`src/rtl/if_fetch_stage.sv`:
```
// ----------------------------------------------------------------------------
// if_fetch_stage
//   Instruction-fetch stage plus IF/ID pipeline register feeding the main
//   control unit. Holds the PC, fetches from instruction memory over a
//   req/valid handshake, applies jump/branch redirects, flushes and stalls,
//   and presents the fetched word with its PC+4.
//
// Ports
//   clk, rst_n              clock (rising edge), async active-low reset
//   imem_req/imem_addr      fetch request, held with a stable address until
//                           imem_valid
//   imem_valid/imem_rdata   returned instruction word
//   stall, flush            hazard stall / IF/ID invalidate
//   jump, jump_target       redirect (priority over branch)
//   branch_taken/_target    redirect
//   if_id_instr/_pc4/_valid IF/ID pipeline register
//   if_opcode               if_id_instr[31:26] to the control unit
//   perf_fetched/_stalls    performance counters
//
// Configuration
//   IF_PERF_CNT_EN  when defined, perf_fetched counts IF/ID loads with
//                   valid=1 and perf_stalls counts stall cycles (32-bit,
//                   wrapping). When undefined both ports are tied to 0.
// ----------------------------------------------------------------------------
module if_fetch_stage #(
   parameter logic [31:0] RESET_PC  = 32'h0000_0000,
   parameter logic [31:0] NOP_INSTR = 32'h0000_0000
) (
   input  logic        clk,
   input  logic        rst_n,
   output logic        imem_req,
   output logic [31:0] imem_addr,
   input  logic        imem_valid,
   input  logic [31:0] imem_rdata,
   input  logic        stall,
   input  logic        flush,
   input  logic        jump,
   input  logic [31:0] jump_target,
   input  logic        branch_taken,
   input  logic [31:0] branch_target,
   output logic [31:0] if_id_instr,
   output logic [31:0] if_id_pc4,
   output logic        if_id_valid,
   output logic [5:0]  if_opcode,
   output logic [31:0] perf_fetched,
   output logic [31:0] perf_stalls
);

   // RUN : request outstanding at req_addr
   // HOLD: word captured in the skid while stalled, no request
   // DROP: a redirect arrived mid-request; the in-flight word is discarded
   typedef enum logic [1:0] {RUN = 2'd0, HOLD = 2'd1, DROP = 2'd2} state_t;

   state_t      state_q, state_d;
   logic        started_q;
   logic [31:0] pc_q, pc_d;
   logic [31:0] req_addr_q, req_addr_d;
   logic [31:0] skid_q, skid_d;
   logic [31:0] instr_q, instr_d;
   logic [31:0] pc4_q, pc4_d;
   logic        valid_q, valid_d;

   logic        redirect;
   logic [31:0] target;
   logic [31:0] next_addr;
   logic        deliver;
   logic [31:0] deliver_word;

   assign redirect  = jump | branch_taken;
   assign target    = (jump ? jump_target : branch_target) & 32'hFFFF_FFFC;
   assign next_addr = req_addr_q + 32'd4;

   // started_q keeps the request low for the first cycle out of reset
   assign imem_req  = started_q & (state_q != HOLD);
   assign imem_addr = req_addr_q;

   always_comb begin
      state_d      = state_q;
      pc_d         = pc_q;
      req_addr_d   = req_addr_q;
      skid_d       = skid_q;
      deliver      = 1'b0;
      deliver_word = imem_rdata;

      case (state_q)
         RUN: begin
            if (!started_q) begin
               // nothing in flight yet, so a redirect can retarget directly
               if (redirect) begin
                  pc_d       = target;
                  req_addr_d = target;
               end
            end else if (redirect) begin
               pc_d = target;
               if (imem_valid) req_addr_d = target;
               else            state_d    = DROP;
            end else if (imem_valid) begin
               if (stall) begin
                  skid_d  = imem_rdata;
                  state_d = HOLD;
               end else begin
                  deliver = 1'b1;
               end
            end
         end
         HOLD: begin
            if (redirect) begin
               pc_d       = target;
               req_addr_d = target;
               state_d    = RUN;
            end else if (!stall) begin
               deliver      = 1'b1;
               deliver_word = skid_q;
               state_d      = RUN;
            end
         end
         DROP: begin
            // latest redirect wins, including one landing with the late word
            if (redirect) pc_d = target;
            if (imem_valid) begin
               req_addr_d = redirect ? target : pc_q;
               state_d    = RUN;
            end
         end
         default: state_d = RUN;
      endcase

      if (deliver) begin
         pc_d       = next_addr;
         req_addr_d = next_addr;
      end

      // IF/ID: redirect/flush beat stall; an unstalled cycle with nothing
      // delivered becomes a bubble so ID never re-executes a word
      valid_d = valid_q;
      instr_d = instr_q;
      pc4_d   = pc4_q;
      if (redirect | flush) begin
         valid_d = 1'b0;
         instr_d = NOP_INSTR;
      end else if (deliver) begin
         valid_d = 1'b1;
         instr_d = deliver_word;
         pc4_d   = next_addr;
      end else if (!stall) begin
         valid_d = 1'b0;
         instr_d = NOP_INSTR;
      end
   end

   always_ff @(posedge clk or negedge rst_n) begin
      if (!rst_n) begin
         state_q    <= RUN;
         started_q  <= 1'b0;
         pc_q       <= RESET_PC;
         req_addr_q <= RESET_PC;
         skid_q     <= 32'd0;
         instr_q    <= NOP_INSTR;
         pc4_q      <= 32'd0;
         valid_q    <= 1'b0;
      end else begin
         state_q    <= state_d;
         started_q  <= 1'b1;
         pc_q       <= pc_d;
         req_addr_q <= req_addr_d;
         skid_q     <= skid_d;
         instr_q    <= instr_d;
         pc4_q      <= pc4_d;
         valid_q    <= valid_d;
      end
   end

   assign if_id_instr = instr_q;
   assign if_id_pc4   = pc4_q;
   assign if_id_valid = valid_q;
   assign if_opcode   = instr_q[31:26];

`ifdef IF_PERF_CNT_EN
   logic [31:0] fetched_q, stalls_q;

   always_ff @(posedge clk or negedge rst_n) begin
      if (!rst_n) begin
         fetched_q <= 32'd0;
         stalls_q  <= 32'd0;
      end else begin
         // a flushed delivery loads IF/ID invalid and is not counted
         if (deliver && !flush) fetched_q <= fetched_q + 32'd1;
         if (stall)             stalls_q  <= stalls_q + 32'd1;
      end
   end

   assign perf_fetched = fetched_q;
   assign perf_stalls  = stalls_q;
`else
   assign perf_fetched = 32'd0;
   assign perf_stalls  = 32'd0;
`endif

endmodule

```
`config.mk`:
```
export PLATFORM = sky130hd
export DESIGN_NAME = if_fetch_stage
export DESIGN_NICKNAME = d
export VERILOG_FILES = /design/src/rtl/if_fetch_stage.sv
export SDC_FILE = /design/constraint.sdc
export NUM_CORES = 1
export LEC_CHECK = 0
export CAP_MARGIN = 20
export CORE_ASPECT_RATIO = 0.5
export CORE_UTILIZATION = 31
export CTS_CLUSTER_SIZE = 24
export DETAILED_ROUTE_END_ITERATION = 8
export PLACE_DENSITY = 0.55
export RECOVER_POWER = 50
export SLEW_MARGIN = 30
export SYNTH_ARGS = -nofsm -noshare
export SYNTH_HDL_FRONTEND = slang
export SYNTH_SLANG_ARGS = --single-unit
```
`constraint.sdc`:
```
create_clock -name clk -period 2.1 [get_ports clk]
set_input_delay 0.315 -clock clk [delete_from_list [all_inputs] [get_ports clk]]
set_output_delay 0.315 -clock clk [all_outputs]
set_load 0.005 [all_outputs]
```
=== Yosys cells after proc, flatten, opt, wreduce, memory -nomap -nowiden ===
Index checks and enable logic that the tools add are counted.
Widths: inputs -> output; s select.

* Reduce and logical (&&, ||, !) cells: 8
* Equal/unequal tests: 13
* Bitwise gates (word level): 5
* Add/sub/neg operators: 1
* Muxes and demuxes: 35

{| class="wikitable"
|+ Operators with widths
! operator !! count
|-
| $mux 32 || 16
|-
| $pmux 32 s3 || 1
|-
| $add 32x3->32 const B || 1
|-
| $mux 2 || 8
|-
| $ne 3x3->1 const B || 5
|-
| $mux 1 || 8
|-
| $ne 4x4->1 const B || 2
|-
| $reduce_and 4->1 || 2
|-
| $pmux 2 s3 || 1
|-
| $reduce_and 6->1 || 1
|-
| $ne 2x2->1 const B || 2
|-
| $reduce_bool 4->1 || 1
|-
| $ne 3x1->1 const B || 1
|-
| $reduce_or 3->1 || 1
|-
| $eq 2x1->1 const B || 1
|-
| $eq 2x2->1 const B || 1
|-
| $logic_not 2->1 || 1
|-
| $ne 2x1->1 const B || 1
|-
| $not 1->1 || 2
|-
| $or 1x1->1 || 2
|-
| $pmux 1 s2 || 1
|-
| $reduce_and 2->1 || 1
|-
| $reduce_bool 2->1 || 1
|-
| $and 1x1->1 || 1
|}

* Input port bits: 103
* Output and inout port bits: 168
* Logic and storage cells: 70
* Bits in registers: 164

=== Depth between registers and ports, before layout ===
* Depth after elaboration: 7
* Mapped depth: 9
* Mapped depth without buffers: 7

=== Worst setup path after synthesis ===
No wires, ideal clock.

* Path kind: flip-flop to flip-flop
* From: register req_addr_q[2], in the netlist imem_addr[2]
* To: register req_addr_q[20], in the netlist imem_addr[20]
* Library setup time: 94 ps
* Path slack: -23 ps
* Data required time: 2006 ps
* Cell stages (with the launch flop): 7
* Clock period less this slack: 2123 ps
* Arrival: 2029 ps
* Buffers on the path: 0
* Path through: dfrtp_1 ha_1 nand3_1 nor4_2 nand3_1 a21o_1 a221oi_2

* Cells in the longest elaborated chain, start to end: 2

{| class="wikitable"
|+ RTL lines
! element !! line !! text
|-
| start: declaration || 57 || <nowiki>logic [31:0] req_addr_q, req_addr_d;</nowiki>
|-
| start signal: assignment || 165 || <nowiki>req_addr_q <= req_addr_d;</nowiki>
|-
| $add 32x3->32 || 71 || <nowiki>assign next_addr = req_addr_q + 32'd4;</nowiki>
|-
| $mux 32 || 128 || <nowiki>if (deliver) begin</nowiki>
|}

Every way passes these cells.
A chain may end at the register's enable or synchronous reset.

=== Worst setup path after layout ===
* From: register state_q[0]
* To: register req_addr_q[7], in the netlist imem_addr[7]

* Cells in the longest elaborated chain, start to end: 4
* Elaborated cells on any way between the ends: 11
* Those cells by class: 5 x eq/ne; 3 x mux; 3 x reduce/logical

{| class="wikitable"
|+ RTL lines
! element !! line !! text
|-
| start: declaration || 54 || <nowiki>state_t state_q, state_d;</nowiki>
|-
| start signal: assignment || 162 || <nowiki>state_q <= state_d;</nowiki>
|-
| $eq 2x1->1 / $logic_not 2->1 (equally long branches) || 85 || <nowiki>case (state_q)</nowiki>
|-
| $pmux 1 s2 || 85 ||
|-
| $ne 4x4->1 (no source line), or another cell as far along || -- ||
|-
| $reduce_and 4->1 (no source line) || -- ||
|}

Parallel ways exist; a longest one is shown, timed or not.

==> results.yml <==
status:
  status: "complete, but fails checks"
  violations: "setup timing"
grt:
  grt_max_degree: 46
  overflow: 0
  antenna_found_initial: 0
  grt_use_total_pct: 22.5
  grt_pass1_wl_um: 56700
  first_global_vias: 9578
place:
  place_hpwl_um: 27200
  dp_cells: 1799
  post_dp_cell_area_um2: 13400
  port_buffers: 202
  dp_slack_ns: -0.390
  gp_congestion: 0.911
drt:
  drt_pass1_iterations: 8
  drc_errors: 0
  drtIter0Drc: 981
  vias: 9915
  viasPerCell: 5.37
  wirelength_um: 38200
  ant_nets: 0
  post_drt_wl_per_cell_um: 20.7
sta:
  setup_viol: 2
  fin_ws_ns: -0.0373
  period_needed_ns: 2.14
  relSlewSlack_pct: 18.2
  fin_crit_sh_pct: 102
  rsz0062_at_grt: "yes"
  tightest_slew_ns: 1.23
  skew_ns: 0.0152
  hold_violations: 0
  max_freq_mhz: 468
  slew_violations: 0
  timing.setup.tns_ns: -0.0493
synthesis:
  ys_top_cells_by_count: "dfrtp_1, nand2_1, o21ai_0, buf_4, mux2i_1"
  synth_edf_count: 0
  ys_types: 72
  synthCells: 1094
  ys_warn_count: 0
  synth_top_area_cell: "dfrtp_1"
  synth_area_um2: 10000
  synth_top_area_share_pct: 41.0
  synth_most_common_cell: "dfrtp_1"
  async_reset_ff_share_pct: 100
  synthFlopType: "dfrtp_1"
  synth-seq-area-share_pct: 41.0
  synth_area_leaders: "dfrtp_1, o21ai_0, mux2i_1"
  synth-seq-cells: 164
  synth_area_per_cell_um2: 9.14
setup_path:
  cp-start-kind: "register"
  critical_path_class: "register to register"
  arrival_ns: 2.47
  end_kind: "register"
  cp_max_fo: 10
  crit_required_ns: 2.43
floorplanning:
  core-area_um2: 31700
  die_y_um: 129
  ioPinCount: 271
  die_x_um: 256
  initial_utilization_pct: 31.5
  num_rows: 46
  die_area_um2: 33000
power_and_ir_drop:
  p_per_area_nw_per_um2: 1120
  ir_worst_vdd_mv: 0.628
  p_leak_nw: 6.23
cts:
  clkLatencyLatePin_ns: 0.46
  root_buffer: "clkbuf_16"
  path_clk_slew_ns: 0.08
  clock_path_buffers: 2
  cts.sinks: 164
  cts_tree: "done"
  cts.htree.levels: 4
  cts_buffers: 17
layout:
  nets: 1509
  nFillCells: 3041
  drive_above_1_share_pct: 21.6
  fin_area_um2: 14400
  synthToLayoutAreaGrowth_pct: 43.8
  antenna_cells: 0
  finalNonFillerCells: 1846
hold_path:
  hold_path_class: "register to register"
job:
  drv_cap: 0
where the power goes:
part / leakage [nW] / internal, mW / total, mW / switching, mW
Sequential: 2.10 / 4.21 / 4.96 / 0.750
Clock: 0.290 / 1.63 / 3.22 / 1.59
Combinational: 3.84 / 3.99 / 7.93 / 3.94
Total: 6.23 / 9.83 / 16.1 / 6.28
sequential cells by signal, indices dropped and copies added, names as in the netlist:
name,cells
pc_q,32
imem_addr,32
if_id_valid,1
if_id_instr,32
state_q,2
skid_q,32
if_id_pc4,32
started_q,1
per-layer routing:
metal	share of wire (%)	GRT usage [%]	vias to the layer above
met4	2.2	8.07	0
li1	-	-	4476
met3	6.2	3.86	65
met1	44	30.4	4951
met5	0	0	-
met2	47	36.3	423
critical path: stages (launching register included):
cell and delay [ns]:
dfrtp_1 0.41, inv_2 0.09, ha_4 0.15, a31oi_4 0.10, or3_4 0.48, a21oi_4 0.23
buf_12 0.16, nand2_1 0.07, o32a_1 0.31
per-stage QoR:
stage	util, %	hold WS, ns	total power, mW
2_1_floorplan	-	0.0194	8.49
3_3_place_gp	42.4	0.283	12.3
3_5_place_dp	42.4	0.285	12.4
4_1_cts	44.6	0.365	15.9
5_1_grt	45.3	0.486	17.0
6_report	45.3	0.473	16.1
cells by family after synthesis:
logic type / share of synthesized area (%)
AOI/OAI and AO/OA: 22.7
and+or+nand+nor: 13.2
buffers and inverters: 10.1
DFF: 41.0
muxes: 9.96
xor gates and xnor gates: 2.28
adders and majority gates: 0.626
other: 0.0751
final cells by class:
class,instances,area [um2],share of cell area [%]
Multi-Input combinational cell,814,5350,37.2
Sequential cell,164,4100,28.5
Timing Repair Buffer,383,3710,25.8
Tap cell,432,541,3.76
Clock buffer,18,439,3.05
Clock inverter,14,154,1.07
Inverter,21,82.6,0.574
placed cells by master (no fill, tap or decap), types with 18 or more instances in the layout:
cell type,n
clkdlybuf4s50_1,167
buf_12,22
mux2_2,36
conb_1,65
a21oi_1,42
inv_1,18
nor3_1,28
nand2_1,125
dfrtp_1,164
a222oi_1,19
clkbuf_16,19
o21ai_0,121
buf_4,148
nor2_1,45
dlygate4sd3_1,32
mux2i_1,58
worst paths after layout:
check | from | endpoint | slack, ns | cells after the start
min reg2reg | if_id_valid | if_id_valid | 0.47 | 2
min | if_id_valid | if_id_valid | 0.47 | 2
max reg2reg | state_q[0] | imem_addr[7] | -0.04 | 8
min in group asynchronous | rst_n | skid_q[5] | 0.65 | 2
max | state_q[0] | imem_addr[7] | -0.04 | 8
max in group asynchronous | rst_n | pc_q[21] | 0.25 | 3
repair_timing:
item | CTS | global route
cloned | 2 | 3
pin swaps | 2 | 15
setup endpoints to repair | 38 | 104
gates resized for setup | 19 | 35
hold buffers | 1 | 0
setup buffers | 3 | 6
endpoints found under the hold margin | 41 | 0
No activity file was read; power rests on OpenSTA's default activity.
